`config.mk`:
```
export PLATFORM = sky130hd
export DESIGN_NAME = sram_access_seq
export DESIGN_NICKNAME = d
export VERILOG_FILES = /design/src/rtl/sram_access_seq.sv
export SDC_FILE = /design/constraint.sdc
export NUM_CORES = 1
export LEC_CHECK = 0
export ABC_AREA = 1
export CORE_ASPECT_RATIO = 0.9
export CORE_MARGIN = 2
export CORE_UTILIZATION = 45
export DETAILED_ROUTE_END_ITERATION = 6
export GPL_TIMING_DRIVEN = 0
export PLACE_DENSITY = 0.75
export RECOVER_POWER = 50
export SLEW_MARGIN = 20
export SYNTH_ARGS = -nofsm -noshare
export SYNTH_HDL_FRONTEND = slang
export SYNTH_SLANG_ARGS = --single-unit
```
`constraint.sdc`:
```
create_clock -name clk -period 3 [get_ports clk]
set_clock_uncertainty 0.1 [all_clocks]
set_input_delay 0.6 -clock clk [delete_from_list [all_inputs] [get_ports clk]]
set_output_delay 0.6 -clock clk [all_outputs]
set_load 0.01 [all_outputs]
```
`src/rtl/sram_access_seq.sv`:
```
// Request sequencer for the 2R1W wordline decoder: precharge -> wordline -> sense, reads before write.
// Optional address range check enabled by defining SRAM_SEQ_ADDR_CHECK_EN.
//
// state   | meaning
// IDLE    | waiting for a request, req_ready high
// R_PRE   | bitline precharge ahead of the read wordline
// R_WL    | read wordlines asserted
// R_SENSE | one-cycle sense-amp strobe
// W_PRE   | bitline precharge ahead of the write wordline, address_1 holds waddr
// W_WL    | write wordline asserted
// FIN     | one-cycle done pulse
module sram_access_seq #(
    parameter int ADDR_W     = 7,
    parameter int DEPTH      = 128,
    parameter int PRE_CYCLES = 2,
    parameter int WL_CYCLES  = 3
) (
    input  logic              clk,
    input  logic              rst,
    input  logic              req_valid,
    output logic              req_ready,
    input  logic              req_rd1,
    input  logic              req_rd2,
    input  logic              req_wr,
    input  logic [ADDR_W-1:0] req_addr1,
    input  logic [ADDR_W-1:0] req_addr2,
    input  logic [ADDR_W-1:0] req_waddr,
    output logic [ADDR_W-1:0] address_1,
    output logic [ADDR_W-1:0] address_2,
    output logic [1:0]        read_enable,
    output logic              write_enable,
    output logic              precharge,
    output logic              sense_en,
    output logic              done,
    output logic              err
);

`ifdef SRAM_SEQ_ADDR_CHECK_EN
    localparam bit ADDR_CHECK = 1'b1;
`else
    localparam bit ADDR_CHECK = 1'b0;
`endif

    localparam int MAX_CYC = (PRE_CYCLES > WL_CYCLES) ? PRE_CYCLES : WL_CYCLES;
    localparam int CNT_W   = (MAX_CYC > 1) ? $clog2(MAX_CYC) : 1;
    localparam logic [CNT_W-1:0] PRE_LOAD = CNT_W'(PRE_CYCLES - 1);
    localparam logic [CNT_W-1:0] WL_LOAD  = CNT_W'(WL_CYCLES - 1);

    typedef enum logic [2:0] {
        IDLE, R_PRE, R_WL, R_SENSE, W_PRE, W_WL, FIN
    } state_t;

    state_t            state, state_next;
    logic [CNT_W-1:0]  cnt;
    logic              rd1_q, rd2_q, wr_q;
    logic [ADDR_W-1:0] waddr_q;

    logic accept;
    logic rd1_ok, rd2_ok, wr_ok;
    logic rd1_in, rd2_in, wr_in, drop;

    // Out-of-range operations are dropped at accept; the check folds away when disabled.
    always_comb begin
        accept = req_valid && req_ready;
        rd1_ok = !ADDR_CHECK || (32'(req_addr1) < 32'(DEPTH));
        rd2_ok = !ADDR_CHECK || (32'(req_addr2) < 32'(DEPTH));
        wr_ok  = !ADDR_CHECK || (32'(req_waddr) < 32'(DEPTH));
        rd1_in = req_rd1 && rd1_ok;
        rd2_in = req_rd2 && rd2_ok;
        wr_in  = req_wr && wr_ok;
        drop   = (req_rd1 && !rd1_ok) || (req_rd2 && !rd2_ok) || (req_wr && !wr_ok);
    end

    always_comb begin
        state_next = state;
        case (state)
            IDLE: begin
                if (accept) begin
                    if (rd1_in || rd2_in) state_next = R_PRE;
                    else if (wr_in)       state_next = W_PRE;
                    else                  state_next = FIN;
                end
            end
            R_PRE:   if (cnt == '0) state_next = R_WL;
            R_WL:    if (cnt == '0) state_next = R_SENSE;
            R_SENSE: state_next = wr_q ? W_PRE : FIN;
            W_PRE:   if (cnt == '0) state_next = W_WL;
            W_WL:    if (cnt == '0) state_next = FIN;
            FIN:     state_next = IDLE;
            default: state_next = IDLE;
        endcase
    end

    always_ff @(posedge clk or posedge rst) begin
        if (rst) begin
            state <= IDLE;
            cnt   <= '0;
        end else begin
            state <= state_next;
            if (state_next != state) begin
                case (state_next)
                    R_PRE, W_PRE: cnt <= PRE_LOAD;
                    R_WL, W_WL:   cnt <= WL_LOAD;
                    default:      cnt <= '0;
                endcase
            end else if (cnt != '0) begin
                cnt <= cnt - CNT_W'(1);
            end
        end
    end

    always_ff @(posedge clk or posedge rst) begin
        if (rst) begin
            rd1_q     <= 1'b0;
            rd2_q     <= 1'b0;
            wr_q      <= 1'b0;
            waddr_q   <= '0;
            address_1 <= '0;
            address_2 <= '0;
        end else if (accept) begin
            rd1_q     <= rd1_in;
            rd2_q     <= rd2_in;
            wr_q      <= wr_in;
            waddr_q   <= req_waddr;
            address_1 <= (rd1_in || rd2_in) ? req_addr1 : req_waddr;
            address_2 <= req_addr2;
        end else if (state == R_SENSE && state_next == W_PRE) begin
            address_1 <= waddr_q;
        end
    end

    // Decoder controls are registered from the next state so they change only on the clock edge.
    always_ff @(posedge clk or posedge rst) begin
        if (rst) begin
            req_ready    <= 1'b1;
            precharge    <= 1'b0;
            read_enable  <= 2'b00;
            write_enable <= 1'b0;
            sense_en     <= 1'b0;
            done         <= 1'b0;
            err          <= 1'b0;
        end else begin
            req_ready    <= (state_next == IDLE);
            precharge    <= (state_next == R_PRE) || (state_next == W_PRE);
            read_enable  <= (state_next == R_WL) ? {rd1_q, rd2_q} : 2'b00;
            write_enable <= (state_next == W_WL);
            sense_en     <= (state_next == R_SENSE);
            done         <= (state_next == FIN);
            err          <= accept && drop;
        end
    end

endmodule

```
==> results by group, run 1 <==
Floorplan
  – Core footprint: 3760 µm²
  – Die Width: 70.2 µm
  – Initial Utilization: 47.3%
  – # IOs: 49
  – Die area: 4460 µm²
  – Height of the die: 63.6 µm
  – Num rows: 21

Cells and area
  – Register area: 902 µm²
  – Final core utilization: 63.5%
  – Area of the multi-input gates: 726 µm²
  – Share of cells above drive strength 1: 11.4%
  – Number of non-filler instances in the completed layout: 319
  – Filler instances: 350
  – Final #Nets: 300
  – Ant diodes: 0
  – Area grow syn2layout: 34.3%

Synth
  – Synth Area in XOR/XNOR: 0.493%
  – Post-synthesis sequential area ratio: 50.8%
  – Synth warnings: 0
  – Yosys cell types: 26
  – Post-synthesis simple-gate area fraction: 33.6%
  – Seq cells post-synth: 36
  – Multiplexer share of the synthesized area: 0%
  – Syn_nets: 246
  – Synth Area in Adders: 0.705%
  – Mean Syn Cell Area: 8.14 µm²
  – Synth Area in Compound Gates: 6.41%
  – Main combinational cell family by area after synthesis: simple AND/OR/NAND/NOR gates
  – Synthesized instance count: 218
  – Post-synth design cell area: 1780 µm²

Place
  – # port buffers: 47
  – Cells after DPL: 311
  – GPL Wtd Cong: 0.872
  – Dpl hpwl: 2770 µm

Detailed routing
  – Vias/cell: 4.75
  – DRT Wirelength: 3700 µm
  – # DRC: 0
  – Wire per inst: 11.6 µm
  – Vias post-DR: 1,516
  – DRT Pass-1 Iters: 4
  – Routed Antenna Nets: 0
  – Detailed Route Iter0 Violations: 103

GRT
  – Vias in the first global route: 1,449
  – Largest net degree at the start of global routing: 37
  – Initial antenna violation count: 0
  – Overflow after GRT: 0
  – Global-route wire length before repair: 6380 µm
  – GRT Overall Usage: 18.4%

Setup path
  – Arrival time at the worst endpoint: 2.25 ns
  – FF-to-FF End: cnt[1]
  – R2R setup slack: 1.00 ns
  – WP data required: 3.08 ns
  – Top fanout value on the critical path: 8
  – R2R depth: 10
  – CP Capture Type: flop
  – Critical path startpoint category: input port
  – Critical path startpoint: req_valid
  – CP delay by family, top: simple AND/OR/NAND/NOR gates
  – Buf+Inv Stages, Crit Path: 2
  – CP peak stage delay: 0.53 ns
  – Crit-path cells: dlygate4sd3_1, nand2_1, nor2_1, nand3_2, nand2_1, nand2_4, inv_4, nor2_4, nand2_4, nand2_4, nand2_1, nand2_1
  – Slowest CP cell: dlygate4sd3_1
  – Worst setup path class: in2reg
  – CP dominant cell by count: nand2_1
  – Reg-to-reg startpoint: cnt[0]

STA
  – Period minus WS final: 2.17 ns
  – RSZ-0062 raised after global routing: no
  – Relative slew slack: 11.0%
  – Fmax: 462 MHz
  – Final slew viol count: 0
  – Setup violators final: 0
  – Final Hold Violating Endpoints: 0
  – Final period util: 72.2%
  – Setup_tns: 0 ns
  – Worst-Margin Slew: 1.33 ns

CTS
  – Hold-fix buffers, CTS: 0
  – Post CTS Setup Buffer Count: 0
  – CTS HTree Levels: 2
  – Clock Latency Late Sink: 0.29 ns
  – CTS tree: built
  – Clock Sinks: 36
  – CTS resizes: 0
  – Root Driver: clkbuf_8
  – CTS max path bufs: 2
  – CTS Buf Count: 5
  – CTS clock-pin slew for the worst setup and hold paths: 0.07 ns

Power
  – Lkg Pwr: 1.21 nW
  – Pint: 1.39 mW
  – P_sw: 0.906 mW
  – Sequential share of power: 34.5%
  – Comb pwr share: 50.4%
  – Tot Pwr: 2.29 mW
  – Switching Fraction: 39.5%
  – PwrDens: 961 nW/µm²
  – Peak supply drop: 0.465 mV
  – Clock share of power: 15.2%

Run
  – Maxcap violations: 0

Hold path
  – Min-delay src: waddr_q[0]
  – Hold path depth: 2
  – Hold Path End: waddr_q[0]
  – Worst min path class: reg2reg

Outcome
  – Status: finished clean
## worst min-delay path, delay by kind of cell (launching register included)
family,cells,cell delay (ns)
DFF,1,0.32
and+or+nand+nor,2,0.13
## state kept, by name, summed over array words and instances (netlist names)
register	count
address_1	7
address_2	7
waddr_q	7
state	3
cnt	2
read_enable	2
done	1
precharge	1
rd1_q	1
rd2_q	1
req_ready	1
sense_en	1
wr_q	1
write_enable	1
## power by group through the flow
stage	sequential, mW	clock [mW]	combinational (mW)
4_1_cts	0.789	0.358	1.18
5_1_grt	0.815	0.383	1.31
3_5_place_dp	0.798	0	1.17
3_3_place_gp	0.792	0	1.15
2_1_floorplan	0.842	0	0.712
6_report	0.790	0.347	1.15
## cells in the mapped netlist, drive strengths merged
master  instances  area [µm²]
nor2           27         131
inv            24        95.1
o311ai          4        35.0
dfstp           1        26.3
o21ai           8        40.0
nand2          86         368
conb            1        3.75
o211ai          4        30.0
buf             4        31.3
dfrtp          35         876
clkbuf          3        11.3
nor4            2        12.5
nor3            2        10.0
ha              1        12.5
xnor2           1        8.76
nand3          14        75.1
o31a            1        8.76
## worst max path at each step
stage	endpoint	slack [ns]	cells after the start
3_5_place_dp	address_1[4]	0.63	12
2_1_floorplan	address_1[2]	1.33	11
6_report	address_1[4]	0.83	12
3_3_place_gp	address_1[2]	0.61	12
5_1_grt	done	0.68	2
4_1_cts	address_1[4]	0.93	12
## layout make-up
cell class | instances | share of cell area, %
sequential | 36 | 37.8
multi-input combinational | 151 | 30.4
timing repair buffer | 47 | 19.7
inverter | 24 | 3.99
clock buffer | 6 | 3.46
tap | 46 | 2.41
buffer | 7 | 1.73
clock inverter | 2 | 0.420
## layout by cell type, fill, tap and decap left out, types with 4 or more instances in the layout
| cell type | synthesis | final |
|---|---|---|
| dfrtp_1 | 35 | 35 |
| nor2_2 | 6 | 6 |
| o311ai_0 | 4 | 4 |
| nor2_1 | 19 | 19 |
| nand2_1 | 78 | 80 |
| o211ai_1 | 4 | 4 |
| clkbuf_1 | 3 | 4 |
| o21ai_0 | 8 | 8 |
| clkdlybuf4s50_1 | 0 | 45 |
| inv_1 | 20 | 20 |
| clkbuf_8 | 0 | 6 |
| nand2_4 | 5 | 4 |
| nand3_1 | 13 | 13 |
## layer usage
metal	vias up	share of wire (%)	wire length (µm)	GRT usage, %
li1	788	-	-	-
met1	682	49	1810	24.9
met2	40	45	1650	28.2
met3	6	4.9	180	4.64
met4	0	1.5	55	7.21
met5	-	0	0	0
## metrics by stage
stage                     instance area (µm²)  setup WS (ns)  hold WS [ns]
after floorplan                          1780           1.33         0.343
after global placement                   2300          0.608         0.359
after detailed placement                 2300          0.630         0.369
after CTS                                2400          0.930         0.383
after global routing                     2380          0.676         0.399
final                                    2380          0.835         0.380
## cells by family (layout without fill, tap and decap cells)
logic type,Yosys count,count (layout)
and+or+nand+nor,131,131
DFF,36,36
buffers and inverters,31,86
AOI/OAI and AO/OA,17,17
adders and majority gates,1,1
other,1,1
xor gates and xnor gates,1,1
(Power assumes the default switching activity.)
==> run 2: changes to the inputs <==
- clock period: 3 -> 2.1 ns (I/O delays scaled with it)
==> results by group, run 2 (synthesis results as in run 1) <==
Outcome
  – Status: finished clean (unchanged)

Power
  – Peak supply drop: 0.673 mV (was 0.465 mV)
  – PwrDens: 1370 nW/µm² (was 961 nW/µm²)
  – Tot Pwr: 3.29 mW (was 2.29 mW)
  – Lkg Pwr: 1.21 nW (about the same)

Cells and area
  – Number of non-filler instances in the completed layout: 319 (unchanged)
  – Final core utilization: 63.7% (was 63.5%)
  – Ant diodes: 0 (unchanged)
  – Final #Nets: 300 (unchanged)
  – Share of cells above drive strength 1: 12.1% (was 11.4%)
  – Area grow syn2layout: 34.9% (was 34.3%)
  – Post-route cell area: 2390 µm² (was 2380 µm²)
  – Top Registers: address_1: 7 flops, address_2: 7 flops, waddr_q: 7 flops (unchanged)
  – Most common cell after layout, fill and taps aside: nand2_1 (unchanged)
  – Most frequent cells in the layout: nand2_1, clkdlybuf4s50_1, dfrtp_1 (unchanged)

Place
  – Placed inst area: 2300 µm² (unchanged)
  – Cells after DPL: 311 (unchanged)
  – GPL Wtd Cong: 0.872 (unchanged)
  – Dpl hpwl: 2770 µm (unchanged)
  – # port buffers: 47 (unchanged)

Setup path
  – WP data required: 2.18 ns (was 3.08 ns)
  – Crit-path cells: clkdlybuf4s50_1, nor2_2, inv_1, nand3_2, nand2_2, nand2_4, inv_4, nor2_4, nand2_4, nand2_4, nand2_1, nand2_1 (was dlygate4sd3_1, nand2_1, nor2_1, nand3_2, nand2_1, nand2_4, inv_4, nor2_4, nand2_4, nand2_4, nand2_1, nand2_1)
  – CP dominant cell by count: nand2_4 (was nand2_1)
  – Top fanout value on the critical path: 9 (was 8)
  – Worst setup path class: in2reg (unchanged)
  – Critical path startpoint category: input port (unchanged)
  – Buf+Inv Stages, Crit Path: 3 (was 2)
  – CP Capture Type: flop (unchanged)
  – CP peak stage delay: 0.49 ns (was 0.53 ns)
  – Slowest CP cell: clkdlybuf4s50_1 (was dlygate4sd3_1)
  – CP delay by family, top: simple AND/OR/NAND/NOR gates (unchanged)
  – Arrival time at the worst endpoint: 1.98 ns (was 2.25 ns)

Floorplan
  – Die Width: 70.2 µm (unchanged)
  – Die area: 4460 µm² (unchanged)
  – Height of the die: 63.6 µm (unchanged)
  – Initial Utilization: 47.3% (unchanged)
  – Core footprint: 3760 µm² (unchanged)
  – Num rows: 21 (unchanged)
  – # IOs: 49 (unchanged)

Detailed routing
  – Vias/cell: 4.78 (was 4.75)
  – Vias post-DR: 1,526 (was 1,516)
  – Routed Antenna Nets: 0 (unchanged)
  – Wire per inst: 11.6 µm (about the same)
  – WL met2: 1660 µm (was 1650 µm)
  – # DRC: 0 (unchanged)
  – DRT Wirelength: 3700 µm (about the same)
  – Top routing layer used: met4 (unchanged)
  – Routed wl met3: 184 µm (was 180 µm)
  – DRT Pass-1 Iters: 4 (unchanged)
  – Detailed Route Iter0 Violations: 105 (was 103)
  – WL met1: 1800 µm (was 1810 µm)

STA
  – Setup violators final: 0 (unchanged)
  – Final period util: 90.3%
  – Worst-Margin Slew: 1.33 ns (about the same)
  – Final Hold Violating Endpoints: 0 (unchanged)
  – Relative slew slack: 11.1% (was 11.0%)
  – RSZ-0062 raised after global routing: no (unchanged)
  – Period minus WS final: 1.90 ns
  – Hold_ws: 0.382 ns (was 0.380 ns)
  – Fmax: 527 MHz
  – Final slew viol count: 0 (unchanged)

GRT
  – Overflow after GRT: 0 (unchanged)
  – Largest net degree at the start of global routing: 37 (unchanged)
  – Vias in the first global route: 1,449 (unchanged)
  – GRT Overall Usage: 18.4% (unchanged)
  – Global-route wire length before repair: 6380 µm (unchanged)
  – Initial antenna violation count: 0 (unchanged)

CTS
  – Post CTS Setup Buffer Count: 0 (unchanged)
  – CTS max path bufs: 2 (unchanged)
  – Clock Latency Late Sink: 0.29 ns (about the same)
  – Clock Sinks: 36 (unchanged)
  – CTS HTree Levels: 2 (unchanged)
  – CTS Buf Count: 5 (unchanged)
  – CTS resizes: 0 (unchanged)
  – Root Driver: clkbuf_8 (unchanged)
  – CTS tree: built (unchanged)
  – CTS clock-pin slew for the worst setup and hold paths: 0.07 ns (about the same)
  – Hold-fix buffers, CTS: 0 (unchanged)

Run
  – Maxcap violations: 0 (unchanged)

Hold path
  – Worst min path class: reg2reg (unchanged)
[run 2: changes by cell type in the layout (fill, tap and decap cells not counted), sizes merged]
| cell | change |
|---|---|
| dlygate4sd3 | -1 |
| clkdlybuf4s50 | +1 |
[run 2: stage by stage]
stage,setup WS (ns),setup TNS [ns]
finish,0.203,0
global route,0.0644,0
CTS,0.210,0
detailed placement,-0.0902,-0.755
global placement,-0.112,-1.67
floorplan,0.482,0
[run 2: cell type report]
class	instances	area, µm²
timing repair buffer	47	470
clock buffer	6	82.6
clock inverter	2	10.0
multi-input combinational	151	736
inverter	24	95.1
buffer	7	41.3
tap	46	57.6
sequential	36	902
fill	347	1360
[run 2: worst paths after layout]
check                           startpoint      endpoint  slack, ns  cells after the start
max in group asynchronous              rst  address_2[3]       0.39                      2
worst max-delay path               req_rd1  address_1[4]       0.20                     12
worst max register to register      cnt[0]        cnt[1]       0.25                     11
min in group asynchronous              rst         rd1_q       0.71                      2
worst min-delay path            waddr_q[0]    waddr_q[0]       0.38                      2
worst min register to register  waddr_q[0]    waddr_q[0]       0.38                      2
[run 2: layer usage]
metal  vias up  GRT usage [%]
li1        789              -
met1       691           24.9
met2        40           28.2
met3         6           4.64
met4         0           7.21
met5         -              0
[run 2: where the power goes]
| group | switching, mW | internal [mW] | total [mW] |
|---|---|---|---|
| clock network | 0.235 | 0.261 | 0.497 |
| registers | 0.129 | 0.998 | 1.13 |
| logic | 0.939 | 0.727 | 1.67 |
[run 2: worst register-to-register path, delay by kind of cell, from the launching register on]
kind	cells	cell delay, ns
flops	1	0.37
fa+ha+maj	1	0.27
buf+inv	2	0.23
simple gates	8	0.82
==> run 3: changes to the inputs <==
- GPL_TIMING_DRIVEN: 0 -> 1
==> results by group, run 3 (synthesis results as in run 1) <==
STA
  – Hold_ws: 0.379 ns (was 0.382 ns)
  – Final Hold Violating Endpoints: 0 (unchanged)
  – Worst-Margin Slew: 0.863 ns (was 1.33 ns)
  – Setup violators final: 0 (unchanged)
  – Setup ws final: 0.214 ns (was 0.203 ns)
  – Setup_tns: 0 ns (unchanged)
  – Period minus WS final: 1.89 ns (was 1.90 ns)
  – RSZ-0062 raised after global routing: no (unchanged)
  – Fmax: 530 MHz (was 527 MHz)
  – Final period util: 89.8% (was 90.3%)
  – Relative slew slack: 42.5% (was 11.1%)
  – Final slew viol count: 0 (unchanged)

GRT
  – Initial antenna violation count: 0 (unchanged)
  – Global-route wire length before repair: 6700 µm (was 6380 µm)
  – GRT Overall Usage: 19.1% (was 18.4%)
  – Overflow after GRT: 0 (unchanged)
  – Vias in the first global route: 1,483 (was 1,449)
  – Largest net degree at the start of global routing: 37 (unchanged)

Hold path
  – Hold Path End: waddr_q[6] (was waddr_q[0])
  – Min-delay src: waddr_q[6] (was waddr_q[0])
  – Hold path depth: 2 (unchanged)
  – Worst min path class: reg2reg (unchanged)

Run
  – Maxcap violations: 0 (unchanged)

Setup path
  – CP Capture Type: flop (unchanged)
  – Arrival time at the worst endpoint: 1.96 ns (was 1.98 ns)
  – R2R depth: 12 (was 11)
  – Reg-to-reg startpoint: cnt[0] (unchanged)
  – Buf+Inv Stages, Crit Path: 2 (was 3)
  – CP dominant cell by count: nor2_1 (was nand2_4)
  – FF-to-FF End: cnt[1] (unchanged)
  – CP delay by family, top: simple AND/OR/NAND/NOR gates (unchanged)
  – R2R setup slack: 0.21 ns (was 0.25 ns)
  – WP data required: 2.18 ns (about the same)
  – Slowest CP cell: dfrtp_1 (was clkdlybuf4s50_1)
  – Top fanout value on the critical path: 6 (was 9)
  – Crit-path cells: inv_1, ha_1, inv_1, nor2_1, nor2_4, nand2_4, nand2_2, nand2_1, nor2_1, nand2_1, nor2_1, nor2_1 (was clkdlybuf4s50_1, nor2_2, inv_1, nand3_2, nand2_2, nand2_4, inv_4, nor2_4, nand2_4, nand2_4, nand2_1, nand2_1)
  – CP peak stage delay: 0.38 ns (was 0.49 ns)
  – Critical path startpoint: cnt[0] (was req_rd1)
  – Worst setup path class: reg2reg (was in2reg)
  – Critical path startpoint category: flop (was input port)

Floorplan
  – Core footprint: 3760 µm² (unchanged)
  – Initial Utilization: 47.3% (unchanged)
  – Die area: 4460 µm² (unchanged)
  – # IOs: 49 (unchanged)
  – Height of the die: 63.6 µm (unchanged)
  – Num rows: 21 (unchanged)
  – Die Width: 70.2 µm (unchanged)

Place
  – Placed inst area: 2310 µm² (was 2300 µm²)
  – GPL Wtd Cong: 0.851 (was 0.872)
  – Cells after DPL: 311 (unchanged)
  – Dpl hpwl: 2890 µm (was 2770 µm)
  – # port buffers: 47 (unchanged)
  – Post-Place Worst Slack: -0.0236 ns (was -0.0902 ns)

Detailed routing
  – Detailed Route Iter0 Violations: 120 (was 105)
  – Routed Antenna Nets: 0 (unchanged)
  – DRT Wirelength: 3800 µm (was 3700 µm)
  – DRT Pass-1 Iters: 4 (unchanged)
  – # DRC: 0 (unchanged)
  – Vias post-DR: 1,575 (was 1,526)
  – Wire per inst: 11.9 µm (was 11.6 µm)
  – Vias/cell: 4.94 (was 4.78)

Power
  – PwrDens: 1410 nW/µm² (was 1370 nW/µm²)
  – Lkg Pwr: 1.22 nW (was 1.21 nW)
  – Peak supply drop: 0.574 mV (was 0.673 mV)

CTS
  – Clock Sinks: 36 (unchanged)
  – CTS resizes: 0 (unchanged)
  – Post CTS Setup Buffer Count: 0 (unchanged)
  – CTS clock-pin slew for the worst setup and hold paths: 0.07 ns (about the same)
  – CTS Buf Count: 5 (unchanged)
  – Clock Latency Late Sink: 0.28 ns (was 0.29 ns)
  – Hold-fix buffers, CTS: 0 (unchanged)
  – CTS HTree Levels: 2 (unchanged)
  – CTS max path bufs: 2 (unchanged)
  – CTS tree: built (unchanged)
  – Root Driver: clkbuf_8 (unchanged)

Cells and area
  – Final #Nets: 300 (unchanged)
  – Filler instances: 336 (was 347)
  – Area grow syn2layout: 36.0% (was 34.9%)
  – Ant diodes: 0 (unchanged)
  – Post-route cell area: 2410 µm² (was 2390 µm²)
  – Top Registers: address_1: 7 flops, address_2: 7 flops, waddr_q: 7 flops (unchanged)
  – Register area: 902 µm² (unchanged)
  – Most frequent cells in the layout: nand2_1, clkdlybuf4s50_1, dfrtp_1 (unchanged)
  – Area of the multi-input gates: 736 µm² (unchanged)
  – Number of non-filler instances in the completed layout: 319 (unchanged)
  – Most common cell after layout, fill and taps aside: nand2_1 (unchanged)
  – Share of cells above drive strength 1: 12.8% (was 12.1%)

Outcome
  – Status: finished clean (unchanged)
-- run 3: cell count changes in the layout (fill, tap and decap cells not counted) --
cell	before	now
buf_4	2	5
buf_6	1	0
bufinv_16	0	1
clkbuf_1	4	2
clkbuf_2	0	1
clkbuf_8	6	5
clkinv_2	2	1
-- run 3: final cells by class --
type	instances	area share [%]
Clock buffer	6	3.01
Clock inverter	2	1.45
Inverter	24	3.94
Multi-Input combinational cell	151	30.5
Sequential cell	36	37.4
Tap cell	46	2.38
Timing Repair Buffer	54	21.4
-- run 3: metrics by stage --
stage	util, %	total power [mW]
after global routing	64.3	3.69
after CTS	64.4	3.44
after detailed placement	61.6	2.84
final	64.3	3.40
after floorplan	-	2.22
after global placement	61.6	2.79
-- run 3: worst max-delay path by stage --
| stage | endpoint | slack [ns] | cells past startpoint |
|---|---|---|---|
| 5_1_grt | address_1[2] | 0.08 | 12 |
| 3_3_place_gp | address_1[5] | -0.009 | 12 |
| 3_5_place_dp | address_1[2] | -0.02 | 12 |
| 4_1_cts | cnt[1] | 0.24 | 12 |
| 2_1_floorplan | address_1[2] | 0.48 | 11 |
| 6_report | cnt[1] | 0.21 | 12 |
-- run 3: power breakdown --
part           leakage [nW]  internal [mW]  switching [mW]
combinational         0.709          0.733           0.899
clock                0.0552          0.352           0.232
sequential            0.454          0.998           0.181
-- run 3: worst reg2reg max path, cell delays in order (launching register included) --
cell and delay, ns:
dfrtp_1 0.38, inv_1 0.05, ha_1 0.26, inv_1 0.18, nor2_1 0.11, nor2_4 0.14
nand2_4 0.09, nand2_2 0.08, nand2_1 0.05, nor2_1 0.12, nand2_1 0.09, nor2_1 0.10
nor2_1 0.05
-- run 3: layer usage --
layer / routed length (µm) / track usage (%) / share of wire [%]
met5: 0 / 0 / 0
met4: 27 / 5.77 / 0.71
met3: 237 / 4.00 / 6.2
met2: 1720 / 30.1 / 45
met1: 1820 / 26.7 / 48
